===== config.mk =====
export PLATFORM = sky130hd
export DESIGN_NAME = cht_shift_bank_flat
export DESIGN_NICKNAME = d
export VERILOG_FILES = /design/src/rtl/cht_shift_bank_if.sv /design/src/rtl/cht_shift_bank.sv /design/src/flat_wrapper.sv
export SDC_FILE = /design/constraint.sdc
export NUM_CORES = 1
export LEC_CHECK = 0
export BUFFER_PORTS_ARGS = -buffer_cell sky130_fd_sc_hd__buf_4
export CAP_MARGIN = 20
export CORE_MARGIN = 1.5
export CORE_UTILIZATION = 48
export DETAILED_ROUTE_END_ITERATION = 8
export GPL_ROUTABILITY_DRIVEN = 0
export GPL_TIMING_DRIVEN = 0
export PLACE_DENSITY = 0.81
export REMOVE_ABC_BUFFERS = 1
export SYNTH_ARGS = -nofsm -noshare
export SYNTH_HDL_FRONTEND = slang
export SYNTH_SLANG_ARGS = --single-unit

===== constraint.sdc =====
create_clock -name clk -period 1.7 [get_ports clk]
set_input_delay 0.085 -clock clk [delete_from_list [all_inputs] [get_ports clk]]
set_output_delay 0.085 -clock clk [all_outputs]
set_load 0.05 [all_outputs]

===== src/rtl/cht_shift_bank_if.sv =====
// Control/data bundle for cht_shift_bank: load, shift and burst requests in; chain state out.
// The master modport is the driving side, and the slave modport is the shift bank.
interface cht_shift_bank_if #(
  parameter int unsigned WIDTH    = 14,
  parameter int unsigned CHANNELS = 2,
  parameter int unsigned CNT_W    = $clog2(WIDTH * CHANNELS + 1)
);
  logic                        clr;
  logic                        load_en;
  logic                        load_sel;
  logic [CHANNELS*WIDTH-1:0]   load_a;
  logic [CHANNELS*WIDTH-1:0]   load_b;
  logic                        shift_en;
  logic                        dir;
  logic [CHANNELS-1:0]         ser_in;
  logic                        cascade;
  logic                        burst_start;
  logic [CNT_W-1:0]            burst_len;
  logic                        burst_busy;
  logic                        burst_done;
  logic [CHANNELS*WIDTH-1:0]   q;
  logic [CHANNELS-1:0]         ser_out;

  modport master (
    output clr, load_en, load_sel, load_a, load_b, shift_en, dir, ser_in, cascade,
           burst_start, burst_len,
    input  burst_busy, burst_done, q, ser_out
  );

  modport slave (
    input  clr, load_en, load_sel, load_a, load_b, shift_en, dir, ser_in, cascade,
           burst_start, burst_len,
    output burst_busy, burst_done, q, ser_out
  );
endinterface


===== src/rtl/cht_shift_bank.sv =====
// Bank of CHANNELS registered WIDTH-bit shift chains with clear, load, optional cascading
// and a counted burst-shift engine that reports busy/done.
module cht_shift_bank #(
  parameter int unsigned WIDTH    = 14,
  parameter int unsigned CHANNELS = 2,
  parameter int unsigned CNT_W    = $clog2(WIDTH * CHANNELS + 1)
) (
  input logic              clk,
  input logic              rst_n,
  cht_shift_bank_if.slave  bus
);
  localparam int unsigned N = WIDTH * CHANNELS;

  typedef enum logic [0:0] {StIdle, StBurst} state_e;

  state_e           state_q, state_d;
  logic [CNT_W-1:0] cnt_q, cnt_d;
  logic             done_q, done_d;
  logic [N-1:0]     q_q, q_d;
  logic [N-1:0]     shifted;
  logic             do_shift;

  // In cascade mode the chain boundaries vanish: one flat shift of the whole vector.
  always_comb begin
    shifted = q_q;
    if (bus.cascade) begin
      if (bus.dir) shifted = {bus.ser_in[CHANNELS-1], q_q[N-1:1]};
      else         shifted = {q_q[N-2:0], bus.ser_in[0]};
    end else begin
      for (int k = 0; k < CHANNELS; k++) begin
        if (bus.dir) begin
          shifted[k*WIDTH +: WIDTH] = {bus.ser_in[k], q_q[k*WIDTH+1 +: WIDTH-1]};
        end else begin
          shifted[k*WIDTH +: WIDTH] = {q_q[k*WIDTH +: WIDTH-1], bus.ser_in[k]};
        end
      end
    end
  end

  always_comb begin
    for (int k = 0; k < CHANNELS; k++) begin
      bus.ser_out[k] = bus.dir ? q_q[k*WIDTH] : q_q[k*WIDTH+WIDTH-1];
    end
  end

  always_comb begin
    state_d  = state_q;
    cnt_d    = cnt_q;
    done_d   = 1'b0;
    q_d      = q_q;
    do_shift = 1'b0;

    if (bus.clr) begin
      state_d = StIdle;
      cnt_d   = '0;
      q_d     = '0;
    end else begin
      unique case (state_q)
        StIdle: begin
          do_shift = bus.shift_en;
          if (bus.burst_start) begin
            cnt_d = bus.burst_len;
            if (bus.burst_len != '0) state_d = StBurst;
            else                     done_d  = 1'b1;
          end
        end
        StBurst: begin
          // A load stalls the burst: no shift and no count this cycle.
          if (!bus.load_en) begin
            do_shift = 1'b1;
            cnt_d    = cnt_q - CNT_W'(1);
            if (cnt_q == CNT_W'(1)) begin
              state_d = StIdle;
              done_d  = 1'b1;
            end
          end
        end
        default: state_d = StIdle;
      endcase

      if (bus.load_en)   q_d = bus.load_sel ? bus.load_b : bus.load_a;
      else if (do_shift) q_d = shifted;
    end
  end

  always_ff @(posedge clk or negedge rst_n) begin
    if (!rst_n) begin
      state_q <= StIdle;
      cnt_q   <= '0;
      done_q  <= 1'b0;
      q_q     <= '0;
    end else begin
      state_q <= state_d;
      cnt_q   <= cnt_d;
      done_q  <= done_d;
      q_q     <= q_d;
    end
  end

  assign bus.q          = q_q;
  assign bus.burst_busy = (state_q == StBurst);
  assign bus.burst_done = done_q;
endmodule


===== src/flat_wrapper.sv =====
// flat-port wrapper written by rule: the top's interface ports become plain ports
module cht_shift_bank_flat 
#(
  parameter int unsigned WIDTH    = 14,
  parameter int unsigned CHANNELS = 2,
  parameter int unsigned CNT_W    = $clog2(WIDTH * CHANNELS + 1)
)
  (clk, rst_n, bus_clr, bus_load_en, bus_load_sel, bus_load_a, bus_load_b, bus_shift_en, bus_dir, bus_ser_in, bus_cascade, bus_burst_start, bus_burst_len, bus_burst_busy, bus_burst_done, bus_q, bus_ser_out);
  cht_shift_bank_if #(.WIDTH(WIDTH), .CHANNELS(CHANNELS), .CNT_W(CNT_W)) bus_i ();
  input logic clk;
  input logic rst_n;
  input wire logic [$bits(bus_i.clr)-1:0] bus_clr;
  input wire logic [$bits(bus_i.load_en)-1:0] bus_load_en;
  input wire logic [$bits(bus_i.load_sel)-1:0] bus_load_sel;
  input wire logic [$bits(bus_i.load_a)-1:0] bus_load_a;
  input wire logic [$bits(bus_i.load_b)-1:0] bus_load_b;
  input wire logic [$bits(bus_i.shift_en)-1:0] bus_shift_en;
  input wire logic [$bits(bus_i.dir)-1:0] bus_dir;
  input wire logic [$bits(bus_i.ser_in)-1:0] bus_ser_in;
  input wire logic [$bits(bus_i.cascade)-1:0] bus_cascade;
  input wire logic [$bits(bus_i.burst_start)-1:0] bus_burst_start;
  input wire logic [$bits(bus_i.burst_len)-1:0] bus_burst_len;
  output wire logic [$bits(bus_i.burst_busy)-1:0] bus_burst_busy;
  output wire logic [$bits(bus_i.burst_done)-1:0] bus_burst_done;
  output wire logic [$bits(bus_i.q)-1:0] bus_q;
  output wire logic [$bits(bus_i.ser_out)-1:0] bus_ser_out;
  assign bus_i.clr = bus_clr;
  assign bus_i.load_en = bus_load_en;
  assign bus_i.load_sel = bus_load_sel;
  assign bus_i.load_a = bus_load_a;
  assign bus_i.load_b = bus_load_b;
  assign bus_i.shift_en = bus_shift_en;
  assign bus_i.dir = bus_dir;
  assign bus_i.ser_in = bus_ser_in;
  assign bus_i.cascade = bus_cascade;
  assign bus_i.burst_start = bus_burst_start;
  assign bus_i.burst_len = bus_burst_len;
  assign bus_burst_busy = bus_i.burst_busy;
  assign bus_burst_done = bus_i.burst_done;
  assign bus_q = bus_i.q;
  assign bus_ser_out = bus_i.ser_out;
  cht_shift_bank #(.WIDTH(WIDTH), .CHANNELS(CHANNELS), .CNT_W(CNT_W)) u_core (.clk(clk), .rst_n(rst_n), .bus(bus_i));
endmodule

* After elaboration in Yosys (flattened, before gate mapping) *
Index checks and enable logic that the tools add are counted.

operators by class
  reduce and logical (&&, ||, !) cells = 3
  equality and inequality tests = 3
  bitwise logic cells = 1
  add/sub/neg operators = 1
  multiplexer cells = 29

operator list
  kind                   number
  $mux W28               6
  $mux W14               2
  $mux W5                3
  $mux W1                14
  $pmux W5 S2            1
  $ne A3 B3 Y1 const B   2
  $pmux W1 S2            3
  $eq A5 B1 Y1 const B   1
  $reduce_bool A5 Y1     1
  $sub A5 B1 Y5 const B  1
  $reduce_bool A3 Y1     1
  $reduce_and A2 Y1      1
  $not A1 Y1             1

word-level totals
  register bits = 35
  input port bits = 72

* Longest topological paths before layout *
  depth in word-level cells = 6
  gate-level depth with buffers = 6

* Worst setup path after synthesis *
Ideal clock, no wire load.

  path kind = flip-flop to flip-flop
  start point = reg u_core.state_q, in the netlist u_core.bus.burst_busy
  end point = reg u_core.q_q[0], in the netlist u_core.bus.q[0]
  data required time = 1.579 ns
  arrival = 1.401 ns
  path slack = 0.178 ns
  clock period less this slack = 1.522 ns
  path buffers = 1
  cell stages (with the launch flop) = 5
  cells stage by stage = dfrtp_1 nor4_4 nor2_2 buf_2 a22o_1

between the ends
  cells in the longest elaborated chain, start to end = 4

ends and longest elaborated chain
  item                              RTL line              text
  from (decl)                       cht_shift_bank.sv:16  state_e state_q, state_d;
  from (signal assigned)            cht_shift_bank.sv:88  state_q <= StIdle;
  from (signal assigned)            cht_shift_bank.sv:93  state_q <= state_d;
  $not A1 Y1                        cht_shift_bank.sv:58  unique case (state_q)
  $pmux W1 S2 (*)                   cht_shift_bank.sv:58
  $mux W1 (*)                       cht_shift_bank.sv:53  if (bus.clr) begin
  $reduce_bool A3 Y1 (no line) (*)  n/a
  to (signal assigned)              cht_shift_bank.sv:96  q_q <= q_d;
  to (decl)                         cht_shift_bank.sv:19  logic [N-1:0] q_q, q_d;

Mark *: on every way between the ends. The rest lies on a longest branch, timed or not. The select of a mux whose other input is x is not followed.
A chain may end at the register's enable or synchronous reset.

* Worst setup path after layout *
  start point = reg u_core.state_q, in the netlist u_core.bus.burst_busy
  end point = reg u_core.q_q[20], in the netlist u_core.bus.q[20]

Same word-level chain as after synthesis.

==> flow_summary.json <==
{
  "use_met2": 0.386,
  "drive_above_1_share": 0.348,
  "die_area_sq_um": 5410,
  "ir_worst_vdd_mv": 0.456,
  "hold_viol_final": 0,
  "yosys_register_bits": 35,
  "post_dp_cell_area_sq_um": 3140,
  "clk_pin_slew_ns": 0.07,
  "vias_per_cell": 5.63,
  "ant_nets": 0,
  "rr_startpoint": "u_core.bus.burst_busy",
  "setup_ws_ns": 0.234,
  "slew_headroom": 0.624,
  "ioPinCount": 104,
  "final_cell_mix": "104 x buf_4, 34 x a21oi_1, 34 x dfrtp_1",
  "cts-root-buf": "clkbuf_8",
  "postSynthCellCount": 252,
  "ys_types": 31,
  "startpoint": "u_core.bus.burst_busy",
  "crit_path_max_fanout": 17,
  "wl_per_cell_um": 15.4,
  "nFillCells": 405,
  "setup_viol": 0,
  "drtIter0Drc": 184,
  "synthTopCellsByArea": "dfrtp_1 37%, mux2i_1 13%, a22o_1 9.5%, a211oi_1 8.8%, nor2b_1 7.9%",
  "yosysSeqAreaShare": 0.366,
  "reg2reg_depth": 4,
  "io_buffers": 103,
  "hold_path_class": "in2reg",
  "die_w_um": 73.6,
  "critPathRequiredTime_ns": 1.87,
  "finalMaxSlewViolations": 0,
  "max_slew.worst_pin.slew_ns": 0.564,
  "synth_top_cell_area_share": 0.366,
  "min-delay-start": "bus_burst_len[4]",
  "routed_wl_um": 6340,
  "diodes": 0,
  "grt_pass1_vias": 2090,
  "layout.nets": 418,
  "vias": 2321,
  "status": "finished, final reports clean",
  "cap_violations": 0,
  "cts_tree": "built",
  "whs_ns": 0.0522,
  "grt_use_total": 0.228,
  "fin_crit_ns": 1.47,
  "grtUsageMet1": 0.300,
  "p_total_mw": 2.47,
  "place_ws_ns": -0.572,
  "grt_setup_unrepaired": "false",
  "dp_hpwl_um": 4320,
  "startpoint_type": "register",
  "grt_overflow": 0,
  "skew_ns": 0.00382,
  "synth_area_per_cell_sq_um": 9.48,
  "worst-setup-path-type": "reg2reg",
  "synth_largest_area_cell": "dfrtp_1",
  "fmax_ghz": 0.682,
  "period_share": 0.862,
  "htree_levels": 2,
  "core-area_sq_um": 4750,
  "yosys_warnings": 0,
  "power_density_nw_per_um2": 758,
  "grt_max_degree": 59,
  "area_delta_synth_final_pct": 36.6,
  "whs_path_depth": 3,
  "cellLeakagePower_nw": 1.58,
  "dr.pass1.iters": 4,
  "drc_errors": 0,
  "cts.sinks": 35,
  "antenna_found_initial": 0,
  "arrival_ns": 1.63,
  "critPathCaptureType": "register",
  "initial_core_util": 0.503,
  "design_area_sq_um": 3260,
  "use_met3": 0.0453,
  "mostFrequentLayoutCell": "buf_4",
  "busiest_layer": "met2",
  "cts_buffers": 5,
  "cts_max_path_buffers": 2,
  "rows": 25,
  "syn_area_sq_um": 2390,
  "tns_ns": 0,
  "clk_latency_ns": 0.28,
  "grt_pass1_wl_um": 9650,
  "fp.dieH_um": 73.6
}
==> flip-flops by register name, summed over array words and instances (netlist names) <==
name / count
u_core.bus.q: 28
u_core.cnt_q: 5
u_core.bus.burst_busy: 1
u_core.bus.burst_done: 1
==> stage by stage <==
| step | utilization | std cells |
|---|---|---|
| 2_1_floorplan | - | 230 |
| 5_1_grt | 0.687 | 412 |
| 3_5_place_dp | 0.661 | 401 |
| 4_1_cts | 0.686 | 412 |
| 6_report | 0.687 | 412 |
| 3_3_place_gp | 0.658 | 400 |
==> cell usage after synthesis (all sizes together) <==
cell    count
a211oi     28
a21oi      34
a22o       26
a311oi      1
a31oi       1
a41oi       1
buf        21
clkbuf      1
dfrtp      35
ha          2
inv         6
mux2        2
mux2i      31
nand2       6
nand2b      2
nand3       1
nand3b      1
nand4       1
nor2        5
nor2b      30
nor3        2
nor3b       2
nor4        2
o21ai       6
o22ai       1
o31a        2
or2         1
or4         1
==> path summary, 6_finish.rpt <==
| kind | slack [ns] | endpoint |
|---|---|---|
| max | 0.23 | u_core.bus.q[20] |
| min | 0.05 | u_core.cnt_q[4] |
| max reg2reg | 0.23 | u_core.bus.q[20] |
| min reg2reg | 0.56 | u_core.cnt_q[3] |
| max in group asynchronous | 1.07 | u_core.bus.burst_busy |
| min in group asynchronous | 0.30 | u_core.bus.q[23] |
==> worst max-delay path: stages, from the launching register on <==
cell and delay [ns]:
dfrtp_2 0.53, nor4_4 0.27, buf_8 0.22, nor2_4 0.11, a22o_1 0.22
==> cells by family after synthesis <==
group	Yosys count	synth area share
adders and majority gates	2	0.0105
muxes	33	0.139
DFF	35	0.366
and+or+nand+nor	54	0.138
buffers and inverters	28	0.0592
AOI/OAI and AO/OA	100	0.287
==> power breakdown <==
part           switching [mW]  internal, mW  total [mW]
logic                   0.522         0.373       0.895
registers              0.0923         0.906       0.998
clock network           0.300         0.280       0.580
total                   0.914          1.56        2.47
==> per-layer routing <==
metal	share of wire	wire, um
met3	0.049	309
met5	0	0
met4	0.0063	40
met1	0.44	2820
met2	0.50	3180
==> cell type report <==
type,count,area (sq um),area share
tap,67,83.8,0.0257
sequential,35,877,0.269
inverter,6,22.5,0.00690
clock inverter,3,15.0,0.00460
clock buffer,5,68.8,0.0211
timing repair buffer,106,806,0.247
multi-input combinational,190,1390,0.426
==> timing repair <==
action	in CTS	in global routing
endpoints found under the setup margin	28	3
pin swaps	2	0
gates cloned	1	0
resized for setup	2	2
buffers inserted	1	0
hold endpoints to repair	35	0
hold buffers	1	0
Power figures use the tool's default switching activity.
